<file path="src/rtl/neurosync_pkg.sv">
// ---------------------------------------------------------------------------
// neurosync_pkg
// Shared definitions for the neurosync LED sequencer:
//   - estado_t     : FSM states; the encoding doubles as the 4-bit debug code
//   - NIVEL_*      : difficulty level encoding
//   - *_DEF        : default timing / blink-count constants
//   - largura_contador : width of the shared on/off timer counters
// ---------------------------------------------------------------------------
package neurosync_pkg;

    typedef enum logic [3:0] {
        OCIOSO  = 4'd0,
        ACESO   = 4'd1,
        APAGADO = 4'd2,
        FIM     = 4'd3
    } estado_t;

    localparam logic NIVEL_FACIL   = 1'b0;
    localparam logic NIVEL_DIFICIL = 1'b1;

    localparam int ON_CYCLES_DEF        = 25000000;
    localparam int OFF_CYCLES_DEF       = 12500000;
    localparam int PISCADAS_FACIL_DEF   = 2;
    localparam int PISCADAS_DIFICIL_DEF = 4;

    // Width able to hold 0..max(a,b)-1; never narrower than one bit so a
    // one-cycle phase still yields a legal vector.
    function automatic int largura_contador(input int a, input int b);
        int m;
        m = (a > b) ? a : b;
        return (m > 1) ? $clog2(m) : 1;
    endfunction

endpackage

</file>
<file path="src/rtl/contador_m.sv">
// ---------------------------------------------------------------------------
// contador_m
// Generic modulo-M counter.
//   clock   in  : rising-edge clock
//   reset_n in  : asynchronous active-low reset (count -> 0)
//   zera    in  : synchronous clear, wins over conta
//   conta   in  : advance by one; wraps to 0 after M-1
//   fim     out : high while the count equals M-1 (last cycle of the period)
// ---------------------------------------------------------------------------
module contador_m #(
    parameter int M = 4,
    parameter int W = 2
) (
    input  logic clock,
    input  logic reset_n,
    input  logic zera,
    input  logic conta,
    output logic fim
);

    logic [W-1:0] q;

    assign fim = (q == W'(M - 1));

    always_ff @(posedge clock or negedge reset_n) begin
        if (!reset_n) begin
            q <= '0;
        end else if (zera) begin
            q <= '0;
        end else if (conta) begin
            q <= fim ? '0 : q + W'(1);
        end
    end

endmodule

</file>
<file path="src/rtl/neurosync_led_sequencer.sv">
// ---------------------------------------------------------------------------
// neurosync_led_sequencer
// Blinks a latched 4-bit LED pattern a level-dependent number of times and
// pulses fimPiscaLeds when the presentation completes.
//   clock         in  : rising-edge clock
//   reset_n       in  : asynchronous active-low reset
//   iniciar       in  : start request, honoured only in OCIOSO
//   abortar       in  : abort, returns to OCIOSO; priority over iniciar
//   nivel         in  : 0 = facil, 1 = dificil (sampled with iniciar)
//   padrao        in  : LED pattern (sampled with iniciar)
//   leds          out : LED drive
//   ocupado       out : presentation in progress
//   fimPiscaLeds  out : one-cycle pulse at the end of a full presentation
//   piscada_atual out : completed blinks of the current presentation
//   db_estado     out : FSM state code for the debug display
//
// Handshake: iniciar is a level request; it is accepted on any rising edge
// where the FSM is in OCIOSO and abortar is low. There is no acknowledge other
// than ocupado rising in the following cycle.
//
// All outputs come straight from flops. leds/ocupado/fimPiscaLeds are
// computed from the next state so they change on the same edge as the state.
// ---------------------------------------------------------------------------
module neurosync_led_sequencer
    import neurosync_pkg::*;
#(
    parameter int ON_CYCLES        = ON_CYCLES_DEF,
    parameter int OFF_CYCLES       = OFF_CYCLES_DEF,
    parameter int PISCADAS_FACIL   = PISCADAS_FACIL_DEF,
    parameter int PISCADAS_DIFICIL = PISCADAS_DIFICIL_DEF
) (
    input  logic       clock,
    input  logic       reset_n,
    input  logic       iniciar,
    input  logic       abortar,
    input  logic       nivel,
    input  logic [3:0] padrao,
    output logic [3:0] leds,
    output logic       ocupado,
    output logic       fimPiscaLeds,
    output logic [3:0] piscada_atual,
    output logic [3:0] db_estado
);

    localparam int CW = largura_contador(ON_CYCLES, OFF_CYCLES);

    estado_t    state_q, state_d;
    logic [3:0] padrao_q, padrao_d;
    logic       nivel_q, nivel_d;
    logic [3:0] piscada_q, piscada_d;
    logic [3:0] leds_q, leds_d;
    logic       ocupado_q, ocupado_d;
    logic       fim_q, fim_d;
    logic [3:0] n_alvo;

    logic zera_on, conta_on, fim_on;
    logic zera_off, conta_off, fim_off;

    // Target blink count follows the level latched at start, not the live input.
    assign n_alvo = (nivel_q == NIVEL_DIFICIL) ? 4'(PISCADAS_DIFICIL) : 4'(PISCADAS_FACIL);

    contador_m #(.M(ON_CYCLES), .W(CW)) u_cont_aceso (
        .clock   (clock),
        .reset_n (reset_n),
        .zera    (zera_on),
        .conta   (conta_on),
        .fim     (fim_on)
    );

    contador_m #(.M(OFF_CYCLES), .W(CW)) u_cont_apagado (
        .clock   (clock),
        .reset_n (reset_n),
        .zera    (zera_off),
        .conta   (conta_off),
        .fim     (fim_off)
    );

    always_ff @(posedge clock or negedge reset_n) begin
        if (!reset_n) begin
            state_q   <= OCIOSO;
            padrao_q  <= '0;
            nivel_q   <= 1'b0;
            piscada_q <= '0;
            leds_q    <= '0;
            ocupado_q <= 1'b0;
            fim_q     <= 1'b0;
        end else begin
            state_q   <= state_d;
            padrao_q  <= padrao_d;
            nivel_q   <= nivel_d;
            piscada_q <= piscada_d;
            leds_q    <= leds_d;
            ocupado_q <= ocupado_d;
            fim_q     <= fim_d;
        end
    end

    always_comb begin
        state_d   = state_q;
        padrao_d  = padrao_q;
        nivel_d   = nivel_q;
        piscada_d = piscada_q;
        zera_on   = 1'b0;
        conta_on  = 1'b0;
        zera_off  = 1'b0;
        conta_off = 1'b0;

        if (abortar) begin
            state_d   = OCIOSO;
            piscada_d = '0;
            zera_on   = 1'b1;
            zera_off  = 1'b1;
        end else begin
            case (state_q)
                OCIOSO: begin
                    zera_on  = 1'b1;
                    zera_off = 1'b1;
                    if (iniciar) begin
                        padrao_d  = padrao;
                        nivel_d   = nivel;
                        piscada_d = '0;
                        state_d   = ACESO;
                    end
                end
                ACESO: begin
                    conta_on = 1'b1;
                    if (fim_on) begin
                        piscada_d = piscada_q + 4'd1;
                        state_d   = APAGADO;
                    end
                end
                APAGADO: begin
                    conta_off = 1'b1;
                    if (fim_off) begin
                        state_d = (piscada_q == n_alvo) ? FIM : ACESO;
                    end
                end
                FIM: begin
                    // iniciar is not looked at here, which guarantees at least
                    // one OCIOSO cycle between back-to-back presentations.
                    state_d = OCIOSO;
                end
                default: begin
                    state_d = OCIOSO;
                end
            endcase
        end

        leds_d    = (state_d == ACESO) ? padrao_d : 4'd0;
        ocupado_d = (state_d != OCIOSO);
        fim_d     = (state_d == FIM);
    end

    assign leds          = leds_q;
    assign ocupado       = ocupado_q;
    assign fimPiscaLeds  = fim_q;
    assign piscada_atual = piscada_q;
    assign db_estado     = state_q;

endmodule

</file>
<file path="config.mk">
export PLATFORM = sky130hd
export DESIGN_NAME = neurosync_led_sequencer
export DESIGN_NICKNAME = d
export VERILOG_FILES = /design/src/rtl/neurosync_pkg.sv /design/src/rtl/contador_m.sv /design/src/rtl/neurosync_led_sequencer.sv
export SDC_FILE = /design/constraint.sdc
export NUM_CORES = 1
export LEC_CHECK = 0
export ABC_CLOCK_PERIOD_IN_PS = 6700
export BUFFER_PORTS_ARGS = -buffer_cell sky130_fd_sc_hd__clkbuf_2
export CORE_MARGIN = 5
export CORE_UTILIZATION = 60
export CTS_CLUSTER_DIAMETER = 200
export DETAILED_ROUTE_END_ITERATION = 8
export GPL_ROUTABILITY_DRIVEN = 1
export PLACE_DENSITY = 0.82
export SLEW_MARGIN = 40
export SYNTH_ARGS = -nofsm -noshare
export SYNTH_HDL_FRONTEND = slang
export SYNTH_SLANG_ARGS = --single-unit
</file>
<file path="constraint.sdc">
create_clock -name clock -period 6.7 [get_ports clock]
set_input_delay 1.005 -clock clock [delete_from_list [all_inputs] [get_ports clock]]
set_output_delay 1.005 -clock clock [all_outputs]
set_load 0.05 [all_outputs]
</file>
Yosys cells after proc, flatten, opt, wreduce, memory -nomap -nowiden
Index checks and enable logic that the tools add are counted.

Word-level logic and storage cells: 56. Bits in read-only memories: 0. Bits in registers: 69. Bits in latches: 0. Output and inout bits: 14. Memories: 0. Memory bits (writable): 0. Bits of input ports: 9.

Muxes and demuxes: 27. Eq/ne operators: 9. Bitwise gates (word level): 1. Magnitude comparators: 0. $mul: 0. Add/sub/neg operators: 3. Div/mod/pow operators: 0. Shift operators: 0. Reductions and logical operators: 7.

Operators by type and width (number): two-way mux 25 bit (6); adder 25 x 1 -> 25 bit (second input constant) (2); two-way mux 4 bit (11); == test 25 x 24 -> 1 bit (second input constant) (1); == test 25 bit (second input constant) (1); one-hot mux 4 bit (3 select lines) (1); == test 4 x 1 -> 1 bit (second input constant) (2); == test 4 x 2 -> 1 bit (second input constant) (2); one-hot mux 4 bit (2 select lines) (1); two-way mux 1 bit (6); AND reduction 3 bit (2); adder 4 x 1 -> 4 bit (second input constant) (1); == test 4 x 3 -> 1 bit (1); zero test 4 bit (1); nonzero test 2 bit (2); nonzero test 4 bit (1); two-way mux 3 bit (1); inequality test 3 x 2 -> 1 bit (second input constant) (1); inequality test 3 bit (second input constant) (1); nonzero test 3 bit (1); two-way mux 2 bit (1); NOT 1 bit (1).

Longest topological paths before layout
Word-level depth: 8. Mapped depth: 8. Gate-level depth less buffers: 6.

Hierarchy
Synthesis repeated with hierarchy kept, for this count alone.

Cells, all modules: 448. Area total of the unflattened synthesis: 4195.3 µm².

Modules (own cells, without submodules): contador_m (u_cont_aceso) (times used 1, cells each 185, area each 1659.1 µm², sequential area each 625.6 µm²); contador_m (u_cont_apagado) (times used 1, cells each 182, area each 1622.8 µm², sequential area each 625.6 µm²); neurosync_led_sequencer (times used 1, cells each 81, area each 913.4 µm², sequential area each 475.5 µm²).

Least setup slack after synthesis
OpenSTA, ideal clock, no wires.

Path type: register to register. From: register state_q[1] (netlist: db_estado[1]). To: register u_cont_aceso.q[11]. Arrival: 2.336 ns. Stages on the path, launching flop included: 6. Library setup time: 0.082 ns. Slack: 4.283 ns. Period minus slack after synthesis: 2.417 ns. Data required time: 6.618 ns. Buffers on the path: 1. Cells stage by stage: dfrtp_1 or4b_2 a211oi_2 clkbuf_1 o21ai_0 a31oi_1.

Word-level cells in the longest chain between the ends: 4. Elaborated cells between the ends (all ways): 8. Those cells by class: 1 x eq/ne; 5 x mux; 2 x reduce/logical.

RTL lines: start: declaration (line neurosync_led_sequencer.sv:47) `estado_t state_q, state_d;`; start signal: assignment (line neurosync_led_sequencer.sv:88) `state_q <= state_d;`; == test 4 x 1 -> 1 bit or zero test 4 bit (tied branches) (line neurosync_led_sequencer.sv:114) `case (state_q)`; two-way mux 1 bit (line neurosync_led_sequencer.sv:114); two-way mux 1 bit (line neurosync_led_sequencer.sv:108) `if (abortar) begin`; nonzero test 2 bit (no source line) or two-way mux 25 bit (tied branches); end signal: assignment (line contador_m.sv:31) `q <= fim ? '0 : q + W'(1);`; end: declaration (line contador_m.sv:21) `logic [W-1:0] q;`.

Parallel ways exist; a longest one is shown, timed or not. A chain may end at the register's enable or synchronous reset.

Final worst setup path
From: register u_cont_apagado.q[14]. To: register ocupado_q (netlist: ocupado).

Word-level cells in the longest chain between the ends: 5.

RTL lines: start: declaration (line contador_m.sv:21); start signal: assignment (line contador_m.sv:31); == test 25 x 24 -> 1 bit (line contador_m.sv:23) `assign fim = (q == W'(M - 1));`; two-way mux 4 bit (line neurosync_led_sequencer.sv:134) `if (fim_off) begin`; one-hot mux 4 bit (3 select lines) (line neurosync_led_sequencer.sv:114); two-way mux 4 bit (line neurosync_led_sequencer.sv:108); nonzero test 4 bit (line neurosync_led_sequencer.sv:150) `ocupado_d = (state_d != OCIOSO);`; via ocupado_d (line neurosync_led_sequencer.sv:52) `logic ocupado_q, ocupado_d;`; end signal: assignment (line neurosync_led_sequencer.sv:93) `ocupado_q <= ocupado_d;`; end: declaration (line neurosync_led_sequencer.sv:52).

The timed path passes the listed nets, and every way through them passes these cells.

==> impl_metrics.ini <==
[synth]
synth_largest_area_cell = dfrtp_1
synthTopCellsByArea = dfrtp_1, a21oi_1, a31oi_1
synth_seq_cells = 69
synth_xor_area_share_pct = 3.61
ys.flop_type = dfrtp_1
synth_fa_ha_area_share_pct = 1.03
yosys.area.top_type_share_pct = 47.4
yosys_warnings = 0
ys_types = 52
synth_top_family_by_area = simple AND/OR/NAND/NOR gates
syn_inst = 390
syn_area_per_cell_sq_um = 9.33
synth_area_sq_mm = 0.00364
synth_edf_count = 0
synth_compound_area_share_pct = 18.1
synth.most_common_cell = dfrtp_1
yosysSeqAreaShare_pct = 47.4
synth_common_cells = dfrtp_1, nor2_1, nand2_1
synth.area.mux_share_pct = 2.13
synthArstFlopShare_pct = 100
synthSimpleGateAreaFrac_pct = 24.9

[global_route]
grt_pass1_vias = 3107
grt_pass1_wl_um = 14400
antenna_found_initial = 0
grt_overflow = 0
grt_max_degree = 70
gr-usage-all-layers_pct = 23.7

[cells_and_area]
diodes = 0
seq_area_sq_mm = 0.00173
final.fill_count = 462
area_growth_pct = 11.0
post-route-util_pct = 68.2
drive_gt1_share_pct = 13.9
stdcell_area_sq_mm = 0.00404
multi_input_comb_area_sq_mm = 0.00183
fin_nets = 424

[clock_network]
cts-hold-fix-buffers = 0
cts_buffers = 9
clock-sinks = 69
clk_pin_slew_ns = 0.07
post_cts_buffers = 0
ctsRootBufferMaster = clkbuf_8
ctsHtreeMaxLevel = 3
cts_tree = built
clock_latency_ns = 0.34
cts_resized = 0
clk_path_buf_depth = 2

[floorplanning]
start_util_pct = 61.5
pin_count = 23
core_sq_mm = 0.00592
placementRows = 28
dieArea_sq_mm = 0.00772
die_w_um = 87.9
die_y_um = 87.9

[status]
outcome = finished clean

[placement]
dp_hpwl_um = 5670
io_buffer_count = 22
placed_area_sq_mm = 0.00381
globalplace.congestion = 0.830

[worst_hold_path]
hp-class = flip-flop to flip-flop
min_from = u_cont_aceso.q[24]

[sta]
relSlewSlack_pct = 42.0
maxSlewViolCount = 0
period_needed_ns = 2.73
fin_crit_sh_pct = 40.8
max_freq_mhz = 366
worst_pin_slew_ns = 0.861
rsz0062_at_grt = false
setup_violations = 0
skew_ns = 0.00901
finalSetupTns_ns = 0
hold_viol_final = 0

[route]
wl_um = 8560
first_pass_iters = 4
vias = 3232
drtAntennaViolNets = 0
drc = 0
post_drt_wl_per_cell_um = 17.4
via_per_inst = 6.57
drt-initial-drc-count = 281

[worst_setup_path]
r2r-start = u_cont_apagado.q[14]
end_kind = flip-flop
worstSetupStartpointType = flip-flop
crit_fanout = 7
critPathLaunch = u_cont_apagado.q[14]
cp.arrival_ns = 2.91
critPathKind = flip-flop to flip-flop
worstPathRequired_ns = 6.88

[flow_run]
maxCapViolations = 0

[pwr]
leakage_nw = 1.68
vdd.ir_drop.worst_mv = 0.161
p_per_area_mw_per_mm2 = 206
==> path summary, 6_finish.rpt <==
path	depth (start not counted)	slack [ns]	endpoint
max reg2reg	5	3.97	ocupado
max	5	3.97	ocupado
max in group asynchronous	2	5.51	u_cont_apagado.q[8]
min reg2reg	1	0.50	u_cont_aceso.q[24]
min	1	0.50	u_cont_aceso.q[24]
min in group asynchronous	2	0.76	leds[1]
==> critical path, cell delays in order (launching register included) <==
cell	delay (ns)
dfrtp_1	0.45
or4_1	0.53
or4_4	0.48
o21ai_0	0.72
and2_1	0.28
o21ai_0	0.11
==> area by class of cell <==
cell class	count	share of cell area (%)
flip-flops and latches	69	42.7
inverters	10	0.929
well taps	75	2.32
clock buffers	13	4.18
multi-input cells	297	45.4
clock inverters	3	1.05
repair buffers	25	3.38
==> metrics by stage <==
step	instances	setup WS, ns	hold WS [ns]	total power [W]
floorplan	391	4.28	0.443	0.000464
global placement	475	3.92	0.469	0.000481
detailed placement	475	3.88	0.485	0.000484
CTS	491	3.88	0.502	0.000838
global route	492	3.92	0.523	0.000863
finish	492	3.97	0.499	0.000832
==> cell families after synthesis <==
| group | after synthesis |
|---|---|
| xor gates and xnor gates | 15 |
| adders and majority gates | 3 |
| buffers and inverters | 25 |
| other | 1 |
| DFF | 69 |
| and+or+nand+nor | 171 |
| muxes | 7 |
| AOI/OAI and AO/OA | 99 |
==> power breakdown <==
part           internal (W)  total (W)  leakage [nW]  switching [W]
clock network      0.000202   0.000355         0.106       0.000153
logic             0.0000154  0.0000470         0.625      0.0000316
registers          0.000424   0.000429         0.950     0.00000486
==> cells in the final DEF (no fill, tap or decap), types with 7 or more instances in the layout <==
cell,synthesis,layout
a22o_1,7,7
clkbuf_8,0,12
nand2_1,32,32
nand3_1,19,19
a31oi_1,21,21
clkbuf_2,0,21
xor2_1,8,8
dfrtp_1,69,69
nand4_1,16,16
a21oi_1,27,27
xnor2_1,7,7
inv_1,10,10
or3_1,8,8
o21ai_0,13,13
nor4_1,8,7
nor2_1,35,35
nor3_1,17,17
==> routing by layer <==
| layer | wire length (um) | vias up | global-route usage, % |
|---|---|---|---|
| li1 | - | 1508 | - |
| met1 | 3640 | 1572 | 30.9 |
| met2 | 4160 | 131 | 39.0 |
| met3 | 596 | 21 | 4.33 |
| met4 | 157 | 0 | 9.48 |
| met5 | 0 | - | 0 |
==> state kept, by name (all words and copies together), names as in the netlist <==
register          cells
fimPiscaLeds          1
nivel_q               1
padrao_q              4
ocupado               1
piscada_atual         4
db_estado             4
u_cont_apagado.q     25
leds                  4
u_cont_aceso.q       25
Note: power is estimated with default switching activity, not from simulation.
